==> src/rtl/regfile_wb_arbiter_pkg.sv <==
// ---------------------------------------------------------------------------
// regfile_wb_arbiter_pkg
// Shared constants and types for the register-file writeback arbiter:
//   AW / DW            default register-select and data widths
//   STARVE_MAX_DEFAULT default number of consecutive ALU losses tolerated
//   src_e              writeback source identifier (ALU = 0, load = 1)
//   slot_state_e       holding-register occupancy
//   RFE_IDLE           level of the active-low write enable when not writing
// ---------------------------------------------------------------------------
package regfile_wb_arbiter_pkg;

  localparam int AW                 = 4;
  localparam int DW                 = 32;
  localparam int STARVE_MAX_DEFAULT = 3;

  localparam logic RFE_IDLE = 1'b1;

  typedef enum logic {
    SRC_ALU = 1'b0,
    SRC_LD  = 1'b1
  } src_e;

  typedef enum logic {
    SLOT_EMPTY = 1'b0,
    SLOT_FULL  = 1'b1
  } slot_state_e;

endpackage

==> src/rtl/regfile_wb_arbiter_wb_hold_slot.sv <==
// ---------------------------------------------------------------------------
// wb_hold_slot
// One-entry VALID/READY holding register for a single writeback source.
// Ports:
//   clk_i, rst_ni     clock, synchronous active-low reset
//   valid_i/ready_o   upstream handshake; accept on a posedge with both high
//   rd_i, data_i      destination register and write data from the source
//   issue_i           arbiter is draining this slot on the coming edge
//   full_o            slot holds a write that has not been issued yet
//   rd_o, data_o      held destination register and write data
// ---------------------------------------------------------------------------
module wb_hold_slot #(
  parameter int DW = regfile_wb_arbiter_pkg::DW,
  parameter int AW = regfile_wb_arbiter_pkg::AW
) (
  input  logic          clk_i,
  input  logic          rst_ni,
  input  logic          valid_i,
  output logic          ready_o,
  input  logic [AW-1:0] rd_i,
  input  logic [DW-1:0] data_i,
  input  logic          issue_i,
  output logic          full_o,
  output logic [AW-1:0] rd_o,
  output logic [DW-1:0] data_o
);
  import regfile_wb_arbiter_pkg::*;

  slot_state_e   state_q, state_d;
  logic [AW-1:0] rd_q, rd_d;
  logic [DW-1:0] data_q, data_d;

  // Ready depends only on occupancy and the issue decision, never on valid_i,
  // so a slot being drained can be refilled on the same edge.
  assign ready_o = rst_ni && ((state_q == SLOT_EMPTY) || issue_i);

  // A refill on the draining edge must win over the drain.
  always_comb begin
    state_d = state_q;
    rd_d    = rd_q;
    data_d  = data_q;
    if (issue_i) begin
      state_d = SLOT_EMPTY;
    end
    if (valid_i && ready_o) begin
      state_d = SLOT_FULL;
      rd_d    = rd_i;
      data_d  = data_i;
    end
  end

  always_ff @(posedge clk_i) begin
    if (!rst_ni) begin
      state_q <= SLOT_EMPTY;
      rd_q    <= '0;
      data_q  <= '0;
    end else begin
      state_q <= state_d;
      rd_q    <= rd_d;
      data_q  <= data_d;
    end
  end

  assign full_o = (state_q == SLOT_FULL);
  assign rd_o   = rd_q;
  assign data_o = data_q;

endmodule

==> src/rtl/regfile_wb_arbiter.sv <==
// ---------------------------------------------------------------------------
// regfile_wb_arbiter
// Shares the register file's single write port between the ALU and the load
// unit. Each source feeds a one-entry holding slot; one write per cycle is
// issued into a registered WSEL/WDATA/RFE output.
// Ports:
//   CLK, CLR                        clock, synchronous active-low reset
//   ALU_VALID/ALU_READY/ALU_RD/ALU_DATA   ALU writeback handshake
//   LD_VALID/LD_READY/LD_RD/LD_DATA       load writeback handshake
//   WSEL, WDATA, RFE                registered write port (RFE active low)
//   PEND                            one bit per register with a held write
// ---------------------------------------------------------------------------
module regfile_wb_arbiter #(
  parameter int DW         = regfile_wb_arbiter_pkg::DW,
  parameter int AW         = regfile_wb_arbiter_pkg::AW,
  parameter int STARVE_MAX = regfile_wb_arbiter_pkg::STARVE_MAX_DEFAULT
) (
  input  logic             CLK,
  input  logic             CLR,
  input  logic             ALU_VALID,
  output logic             ALU_READY,
  input  logic [AW-1:0]    ALU_RD,
  input  logic [DW-1:0]    ALU_DATA,
  input  logic             LD_VALID,
  output logic             LD_READY,
  input  logic [AW-1:0]    LD_RD,
  input  logic [DW-1:0]    LD_DATA,
  output logic [AW-1:0]    WSEL,
  output logic [DW-1:0]    WDATA,
  output logic             RFE,
  output logic [2**AW-1:0] PEND
);
  import regfile_wb_arbiter_pkg::*;

  localparam logic [3:0] STARVE_LIM = 4'(STARVE_MAX);

  logic          aluFull, ldFull;
  logic [AW-1:0] aluRd, ldRd;
  logic [DW-1:0] aluData, ldData;
  logic          aluIssue, ldIssue, issueValid;
  src_e          winSrc;
  logic          aluAcc, ldAcc;

  logic          ldOlder_q, ldOlder_d;
  logic [3:0]    starve_q, starve_d;
  logic [AW-1:0] wsel_q, wsel_d;
  logic [DW-1:0] wdata_q, wdata_d;
  logic          rfe_q, rfe_d;

  wb_hold_slot #(.DW(DW), .AW(AW)) u_alu_slot (
    .clk_i  (CLK),
    .rst_ni (CLR),
    .valid_i(ALU_VALID),
    .ready_o(ALU_READY),
    .rd_i   (ALU_RD),
    .data_i (ALU_DATA),
    .issue_i(aluIssue),
    .full_o (aluFull),
    .rd_o   (aluRd),
    .data_o (aluData)
  );

  wb_hold_slot #(.DW(DW), .AW(AW)) u_ld_slot (
    .clk_i  (CLK),
    .rst_ni (CLR),
    .valid_i(LD_VALID),
    .ready_o(LD_READY),
    .rd_i   (LD_RD),
    .data_i (LD_DATA),
    .issue_i(ldIssue),
    .full_o (ldFull),
    .rd_o   (ldRd),
    .data_o (ldData)
  );

  assign aluAcc = ALU_VALID && ALU_READY;
  assign ldAcc  = LD_VALID && LD_READY;

  // Winner selection uses only slot state. Same destination forces program
  // order via the age bit; otherwise the load wins unless the ALU has lost
  // STARVE_MAX times in a row.
  always_comb begin
    issueValid = aluFull || ldFull;
    winSrc     = SRC_LD;
    if (aluFull && !ldFull) begin
      winSrc = SRC_ALU;
    end else if (aluFull && ldFull) begin
      if (aluRd == ldRd) begin
        winSrc = ldOlder_q ? SRC_LD : SRC_ALU;
      end else if (starve_q == STARVE_LIM) begin
        winSrc = SRC_ALU;
      end
    end
  end

  assign aluIssue = issueValid && (winSrc == SRC_ALU);
  assign ldIssue  = issueValid && (winSrc == SRC_LD);

  // The age bit only matters while both slots are full, so it is updated
  // whenever one slot is filled while the other keeps its entry. A
  // simultaneous accept makes the ALU the older one.
  always_comb begin
    ldOlder_d = ldOlder_q;
    if (aluAcc && ldAcc) begin
      ldOlder_d = 1'b0;
    end else if (aluAcc && ldFull && !ldIssue) begin
      ldOlder_d = 1'b1;
    end else if (ldAcc && aluFull && !aluIssue) begin
      ldOlder_d = 1'b0;
    end
  end

  // The ALU can only lose while full, so any other situation clears the count.
  always_comb begin
    starve_d = 4'd0;
    if (aluFull && !aluIssue) begin
      starve_d = (starve_q == STARVE_LIM) ? starve_q : starve_q + 4'd1;
    end
  end

  // WSEL/WDATA keep their last values on idle cycles; only RFE goes idle.
  always_comb begin
    wsel_d  = wsel_q;
    wdata_d = wdata_q;
    rfe_d   = RFE_IDLE;
    if (aluIssue) begin
      wsel_d  = aluRd;
      wdata_d = aluData;
      rfe_d   = ~RFE_IDLE;
    end else if (ldIssue) begin
      wsel_d  = ldRd;
      wdata_d = ldData;
      rfe_d   = ~RFE_IDLE;
    end
  end

  always_ff @(posedge CLK) begin
    if (!CLR) begin
      ldOlder_q <= 1'b0;
      starve_q  <= 4'd0;
      wsel_q    <= '0;
      wdata_q   <= '0;
      rfe_q     <= RFE_IDLE;
    end else begin
      ldOlder_q <= ldOlder_d;
      starve_q  <= starve_d;
      wsel_q    <= wsel_d;
      wdata_q   <= wdata_d;
      rfe_q     <= rfe_d;
    end
  end

  assign WSEL  = wsel_q;
  assign WDATA = wdata_q;
  assign RFE   = rfe_q;

  always_comb begin
    PEND = '0;
    if (aluFull) begin
      PEND[aluRd] = 1'b1;
    end
    if (ldFull) begin
      PEND[ldRd] = 1'b1;
    end
  end

endmodule
==> config.mk <==
export PLATFORM = sky130hd
export DESIGN_NAME = regfile_wb_arbiter
export DESIGN_NICKNAME = d
export VERILOG_FILES = /design/src/rtl/regfile_wb_arbiter_pkg.sv /design/src/rtl/regfile_wb_arbiter_wb_hold_slot.sv /design/src/rtl/regfile_wb_arbiter.sv
export SDC_FILE = /design/constraint.sdc
export NUM_CORES = 1
export LEC_CHECK = 0
export ABC_AREA = 1
export CAP_MARGIN = 20
export CORE_ASPECT_RATIO = 0.8
export CORE_MARGIN = 2
export CORE_UTILIZATION = 51
export DETAILED_ROUTE_END_ITERATION = 10
export PLACE_DENSITY = 0.84
export SYNTH_ARGS = -nofsm -noshare
export SYNTH_HDL_FRONTEND = slang
export SYNTH_SLANG_ARGS = --single-unit
==> constraint.sdc <==
create_clock -name CLK -period 2.66 [get_ports CLK]
set_input_delay 0.266 -clock CLK [delete_from_list [all_inputs] [get_ports CLK]]
set_output_delay 0.266 -clock CLK [all_outputs]
set_load 0.01 [all_outputs]
# Word level (Yosys, flattened, before mapping)
# Cells that the tools add are included.
[totals]
ff_bits = 116
output_inout_bits = 55
inputBits = 76
[op_classes]
n_eq_ne = 2
bitwise_logic = 5
n_mux = 23
n_lt_le_gt_ge = 4
reduce_logical = 28
n_addsub = 1
[ops]
columns = ["operator", "n"]
rows = [
  ["$mux W32", 2],
  ["$mux W16", 2],
  ["$logic_and A1 B1 Y1", 16],
  ["$or A16 B16 Y16", 1],
  ["$mux W1", 15],
  ["$lt A4 B5 Y1 const B", 2],
  ["$demux W1 S4", 2],
  ["$ge A4 B1 Y1 const B", 2],
  ["$mux W4", 2],
  ["$reduce_bool A2 Y1", 4],
  ["$add A4 B1 Y4 const B", 1],
  ["$eq A4 B2 Y1 const B", 1],
  ["$eq A4 B4 Y1", 1],
  ["$not A1 Y1", 4],
  ["$logic_not A1 Y1", 3],
  ["$logic_or A1 B1 Y1", 3],
  ["$reduce_and A2 Y1", 1],
  ["$reduce_or A2 Y1", 1],
]

# Longest topological paths before layout
# Gate-level depths: netlist (run 1).
[depth]
depth_word = 13
depth_mapped = 15

# Modules after synthesis
# Synthesis (run 1) repeated with hierarchy kept, for this count alone.
[unflattened]
hier_cells = 912
area_unflattened_um2 = 5998.3
[modules_own_cells]
columns = ["module", "cells_per_inst", "area_per_inst_um2", "instances"]
rows = [
  ["wb_hold_slot", 243, 1724.2, 2],
  ["regfile_wb_arbiter", 426, 2549.9, 1],
]

# Worst setup path before layout (run 1)
# No wires, ideal clock.
[synth_timing]
path_type = "reg-to-output"
start = "register u_ld_slot.rd_q[1], in the netlist u_ld_slot.rd_o[1]"
end = "output ALU_READY"
n_path_buf = 3
required_ns = 2.394
path_slack_ns = 0.990
path_stages_with_launch = 13
arrival_time_ns = 1.404
cell_sequence = "dfxtp_1 -> buf_2 -> inv_2 -> nand2_1 -> nand2_1 -> nor2_2 -> nand3_1 -> nand2_1 -> nand3_2 -> nand2_2 -> inv_2 -> buf_6 -> buf_12"
[synth_between]
elab_chain_len = 8
[synth_rtl]
columns = ["item", "line_no", "rtl"]
rows = [
  ["start: declaration", "regfile_wb_arbiter_wb_hold_slot.sv:30", "logic [AW-1:0] rd_q, rd_d;"],
  ["start signal: assignment", "regfile_wb_arbiter_wb_hold_slot.sv:59", "rd_q <= rd_d;"],
  ["$eq A4 B4 Y1", "regfile_wb_arbiter.sv:88", "if (aluRd == ldRd) begin"],
  ["$mux W1", "regfile_wb_arbiter.sv:88", ""],
  ["$mux W1", "regfile_wb_arbiter.sv:87", "end else if (aluFull && ldFull) begin"],
  ["$mux W1", "regfile_wb_arbiter.sv:85", "if (aluFull && !ldFull) begin"],
  ["$not A1 Y1", "regfile_wb_arbiter.sv:96", "assign aluIssue = issueValid && (winSrc == SRC_ALU);"],
  ["$logic_and A1 B1 Y1", "regfile_wb_arbiter.sv:96", ""],
  ["$logic_or A1 B1 Y1", "regfile_wb_arbiter_wb_hold_slot.sv:35", "assign ready_o = rst_ni && ((state_q == SLOT_EMPTY) || issue_i);"],
  ["$logic_and A1 B1 Y1", "regfile_wb_arbiter_wb_hold_slot.sv:35", ""],
  ["end: declaration", "regfile_wb_arbiter.sv:21", "output logic ALU_READY,"],
]
# No other way between the ends.

# Worst setup path in the final report (run 1)
[layout_timing]
start = "register u_ld_slot.rd_q[0], in the netlist u_ld_slot.rd_o[0]"
end = "output ALU_READY"
# The elaborated chain is that of the path after synthesis.

==> results of run 1 <==
## metal layers
| layer | vias up | track usage, % | wire, um | part of all wire, % |
|---|---|---|---|---|
| met5 | - | 0 | 0 | 0 |
| met4 | 0 | 10.7 | 293 | 2.2 |
| met3 | 28 | 7.20 | 1050 | 7.7 |
| met2 | 206 | 43.9 | 6180 | 46 |
| met1 | 2238 | 34.1 | 6030 | 44 |
| li1 | 2419 | - | - | - |
## registers in the layout, summed over array words and instances, names as in the netlist
name               count
RFE                    1
WDATA                 32
WSEL                   4
ldOlder_q              1
starve_q               4
u_alu_slot.data_o     32
u_alu_slot.full_o      1
u_alu_slot.rd_o        4
u_ld_slot.data_o      32
u_ld_slot.full_o       1
u_ld_slot.rd_o         4
## layout by cell type (no fill, tap or decap), types with 9 or more instances in the layout
cell / count
nand3_1: 81
nand3_2: 11
clkdlybuf4s50_1: 128
o21ai_0: 76
nor2_1: 9
o21ai_1: 44
dfxtp_1: 112
clkbuf_16: 17
inv_1: 49
buf_4: 13
nand2_1: 213
## worst max-delay path: stages (launching register included)
cell and delay [ns]:
dfxtp_1 0.49, inv_2 0.11, nand2_1 0.07, nand2_1 0.06, nor2_2 0.10, nand2_1 0.07
nand2_2 0.07, nand2_1 0.08, nand3_2 0.11, nand2_2 0.06, inv_2 0.09, clkdlybuf4s50_1 0.53
## where the power goes
group          internal (mW)  total [mW]  switching, mW
clock network           1.26        2.01          0.757
logic                  0.289       0.617          0.328
registers               1.87        1.95         0.0792
## through the flow
step	cell area [um2]	utilization [%]	cells	setup WS [ns]	hold slack, ns
3_5_place_dp	6190	65.3	890	0.532	0.446
3_3_place_gp	6190	65.3	890	0.545	0.442
5_1_grt	6730	70.9	922	0.0124	0.320
4_1_cts	6730	70.9	922	0.142	0.307
2_1_floorplan	4920	-	672	0.990	0.379
6_report	6730	70.9	922	0.152	0.314
## cells by family after synthesis
family                     synth area share (%)
AOI/OAI and AO/OA                          13.2
DFF                                        47.2
and+or+nand+nor                            29.2
xor gates and xnor gates                  0.535
adders and majority gates                 0.254
buffers and inverters                      9.52
## final cells by class
| cell class | instances | area [um2] | area share (%) |
|---|---|---|---|
| inverter | 53 | 199 | 2.96 |
| clock buffer | 24 | 482 | 7.16 |
| tap | 119 | 149 | 2.21 |
| multi-input combinational | 459 | 2130 | 31.7 |
| sequential | 116 | 2330 | 34.6 |
| clock inverter | 8 | 52.6 | 0.781 |
| timing repair buffer | 143 | 1390 | 20.6 |
## path summary, 6_finish.rpt
path	from	to	slack, ns
max	u_ld_slot.rd_o[0]	ALU_READY	0.15
min reg2reg	WSEL[0]	WSEL[0]	0.45
min	ALU_VALID	u_alu_slot.data_o[27]	0.31
max reg2reg	u_ld_slot.rd_o[0]	u_alu_slot.data_o[7]	0.50
==> impl_results.md, run 1 <==
* Residual DRC at 0
* Syn avg cell area at 7.32 um2
* Slew @ Worst Pin at 0.605 ns
* # port buffers at 130
* Max-slew headroom at 59.5%
* Maximum root-to-sink buffer count at 2
* Yosys top cell area share at 47.2%
* Routed len/inst at 14.7 um
* Die Wd at 114 um
* CP Class: reg2out
* Pleak at 2.73 nW
* Cell count of the worst reg-to-reg path at 14
* RSZ-0062 raised after global routing: no
* Critical path data required time at 2.39 ns
* Fill cells at 748
* Cell Pwr Density at 680 nW/um2
* First-pass GRT wire length at 22.1 mm
* Tot Pwr at 4.58 mW
* Final net count at 867
* Reg clk slew, reported paths at 0.05 ns
* CTS tree: yes
* Cells after Synth at 672
* Share of cells above drive strength 1 at 8.72%
* Largest net degree at the start of global routing at 49
* Synthesized net count at 749
* Routed vias at 4,891
* Vias per cell at 5.30
* DRT iter0 DRCs at 361
* Post-CTS resize count at 0
* Final WL at 13.5 mm
* Synth Flop Type: dfxtp_1
* Die area at 10,400 um2
* Row count at 32
* Clock sinks at 116
* WHS Path Cells at 3
* Max Fclk at 399 MHz
* Die H at 91.8 um
* Synth area leaders: dfxtp_1 47%, nand2_1 16%, nand3_1 8.2%
* Final setup viols at 0
* CP arrival at 2.24 ns
* Post-DRT Antenna Nets at 0
* I/O pin total at 131
* Async SR Flop Fraction at 0%
* Post-synth top cells: 213 x nand2_1, 116 x dfxtp_1, 81 x nand3_1, 76 x o21ai_0, 49 x inv_1
* Clock latency on the worst-skew pair at 0.41 ns
* Sequential area share after synthesis at 47.2%
* Clock Tree Root: clkbuf_16
* Core area at 9490 um2
* Overall routing resource usage at 26.9%
* Post-synth EDFFs at 0
* Vias in the first global route at 4,727
* Detail Placement HPWL at 9.39 mm
* # Max-Cap Violations at 0
* N_diodes at 0
* GRT overflow at 0
* Initial DRT Pass Iterations at 5
* Hold buffer count at CTS at 0
* Area Overhead vs Synth at 36.9%
* Path type of the worst min-delay path: in2reg
* Top-count cell post-synth: nand2_1
* TNS Setup at 0 ns
* Post-synthesis register bit count at 116
* Starting density of the core at 51.8%
* Initial antenna violation count at 0
* Crit Path Max Fanout at 8
* Post-CTS setup buffers at 0
* Startpoint types: register
* Num CTS Buffers at 17
* CP endpoint kind: output pin
* Mapped Area at 4920 um2
* Synth cell types at 28
* Post-layout minimum cycle time at 2.51 ns
* Endpoints failing hold at 0
* Leading area contributor after synthesis: dfxtp_1
* Slew Limit Fails at 0
* H-tree depth at 4
* Worst IR Drop VDD at 0.409 mV
* Result of the run: complete, no violations
* Synth warn at 0
* Clock Skew at 0.00514 ns
* Routability Congestion at 0.907
* Period utilization at 94.3%
(Power assumes the default switching activity.)
==> inputs of run 2 (changes only) <==
Settings changed: GPL_TIMING_DRIVEN from default to 1, PLACE_DENSITY 0.84 to 0.92.
==> run 2 against run 1 <==
Compared with the run above:
- sequential cell count unchanged
- register-to-register slack improved by 0.06 ns
- final cell count decreased by 0.43%
- clock-buffer cell count decreased by 4
- first-iteration DRC count decreased by 8.6%
- clock skew increased by 0.0040 ns
- via count increased by 0.61%
- total power increased by 0.39%
- non-clock buffer count decreased by 2
- combinational power decreased by 0.6%
- wire length decreased by 1.4%
- highest routed layer unchanged
==> impl_results.md, run 2 (synthesis results as in run 1) <==
* CTS tree: yes
* Slowest cell on the critical path: clkdlybuf4s50_1
* Pleak at 2.73 nW
* I/O pin total at 131
* Commonest non-fill, non-tap cell in the layout: nand2_1
* Final net count at 865
* CP peak stage delay at 0.53 ns
* Clock Skew at 0.00915 ns
* Largest delay share family, worst path: buffers and inverters
* Initial antenna violation count at 0
* Routed len/inst at 14.6 um
* Levels on crit path at 9
* Worst Min Path Start: CLR
* Tot Pwr at 4.60 mW
* DRT iter0 DRCs at 330
* Cell Pwr Density at 685 nW/um2
* Reg clk slew, reported paths at 0.05 ns
* Routability Congestion at 0.923
* Net switching power at 1.15 mW
* Slew @ Worst Pin at 0.493 ns
* Largest net degree at the start of global routing at 52
* Die H at 91.8 um
* Reg2reg setup slack at 0.56 ns
* Cell count of the worst reg-to-reg path at 13
* Critical path data required time at 2.39 ns
* Die area at 10,400 um2
* Post-layout minimum cycle time at 2.45 ns
* Fill cells at 742
* Slew Limit Fails at 0
* H-tree depth at 4
* Post-route non-filler standard cell count at 918
* Row count at 32
* Share of cells above drive strength 1 at 8.01%
* Clock latency on the worst-skew pair at 0.39 ns
* Period utilization at 92.0%
* CP arrival at 2.18 ns
* Vias in the first global route at 4,780
* Final setup viols at 0
* Initial DRT Pass Iterations at 4
* WHS Path Cells at 3
* TNS Setup at 0 ns
* Register area at 2320 um2
* Most frequent cells in the layout: 213 x nand2_1, 127 x clkdlybuf4s50_1, 116 x dfxtp_1, 81 x nand3_1, 76 x o21ai_0
* CP bufs+invs at 3
* Sink of the worst hold path: u_ld_slot.data_o[25]
* Core area at 9490 um2
* Maximum root-to-sink buffer count at 2
* Top cell by count, worst path: nand2_1
* Num CTS Buffers at 17
* Detail Placement HPWL at 9.23 mm
* Worst IR Drop VDD at 0.473 mV
* GRT overflow at 0
* Clock sinks at 116
* N_diodes at 0
* Net Sw Frac at 25.1%
* P_int at 3.44 mW
* Worst path cell trace: inv_2, nand2_1, nand2_1, nor2_2, nand3_1, nand3_2, nand2_2, inv_1, clkdlybuf4s50_1
* Max Fclk at 409 MHz
* Startpoint types: register
* CP Class: reg2out
* Overall routing resource usage at 26.2%
* Starting density of the core at 51.8%
* Combinational Power Share at 13.3%
* Result of the run: complete, no violations
* Routed vias at 4,921
* Crit Path Max Fanout at 8
* Reg2reg end: u_alu_slot.data_o[18]
* # port buffers at 130
* Post-CTS setup buffers at 0
* Flop pwr share at 42.4%
* Placed Cells at 888
* Multi-input logic area at 2130 um2
* Area Overhead vs Synth at 36.5%
* First-pass GRT wire length at 21.9 mm
* RSZ-0062 raised after global routing: no
* Residual DRC at 0
* # Max-Cap Violations at 0
* Vias per cell at 5.36
* Reg2reg start: u_ld_slot.rd_o[1]
* CP endpoint kind: output pin
* Post-DRT Antenna Nets at 0
* Endpoints failing hold at 0
* Die Wd at 114 um
* Final WL at 13.4 mm
* Clock Tree Root: clkbuf_16
* Path type of the worst min-delay path: in2reg
* Clock power share at 44.3%
* Max-slew headroom at 67.2%
[run 2: worst max path at each step]
stage,start,to,slack [ns]
after floorplan,u_ld_slot.rd_o[1],ALU_READY,0.99
after global placement,u_ld_slot.rd_o[1],ALU_READY,0.52
after detailed placement,u_ld_slot.rd_o[1],ALU_READY,0.46
after CTS,u_ld_slot.rd_o[3],ALU_READY,0.02
after global routing,u_alu_slot.rd_o[1],LD_READY,0.07
final,u_ld_slot.rd_o[1],LD_READY,0.21
[run 2: layout make-up]
class	instances	area share, %
clock buffers	20	6.65
repair buffers	141	20.5
well taps	119	2.22
clock inverters	10	1.29
multi-input cells	459	31.8
flip-flops and latches	116	34.6
inverters	53	2.96
[run 2: timing repair]
action                                  in CTS  in global routing
endpoints found under the setup margin       0                  1
gates resized for setup                      0                  1
hold buffers                                 0                  0
[run 2: power by group through the flow]
stage	clock [mW]	sequential (mW)	combinational [mW]
CTS	2.06	1.94	0.611
floorplan	0	1.97	0.322
detailed placement	0	1.98	0.605
finish	2.04	1.95	0.613
global route	2.15	1.96	0.672
global placement	0	1.97	0.587
[run 2: worst register-to-register path: stages (launching register included)]
cell and delay, ns:
dfxtp_1 0.47, inv_2 0.11, nand2_1 0.07, nand2_1 0.06, nor2_2 0.12, nand2_1 0.07, nand2_2 0.08, nand2_1 0.09
nand3_2 0.11, nand2_2 0.06, inv_2 0.16, buf_4 0.38, nand3_1 0.16, nand2_1 0.11
[run 2: per-stage QoR]
stage	cell area [um2]	hold slack [ns]	utilization [%]	setup slack [ns]
floorplan	4920	0.379	-	0.990
global placement	6180	0.443	65.1	0.517
detailed placement	6180	0.448	65.1	0.455
CTS	6710	0.323	70.7	0.0160
global route	6710	0.344	70.7	0.0712
finish	6710	0.337	70.7	0.213
[run 2: per-layer routing]
layer / track usage, % / up-vias / routed length [um]
met5: 0 / - / 0
met4: 9.45 / 0 / 190
met3: 6.61 / 20 / 1090
met2: 44.9 / 219 / 6560
met1: 32.0 / 2272 / 5520
li1: - / 2410 / -
==> inputs of run 3 (changes only) <==
Settings changed: HOLD_SLACK_MARGIN from default to 0.05.
==> results of run 3 <==
No change in the layout: final DEF, timing and power equal those of run 2.
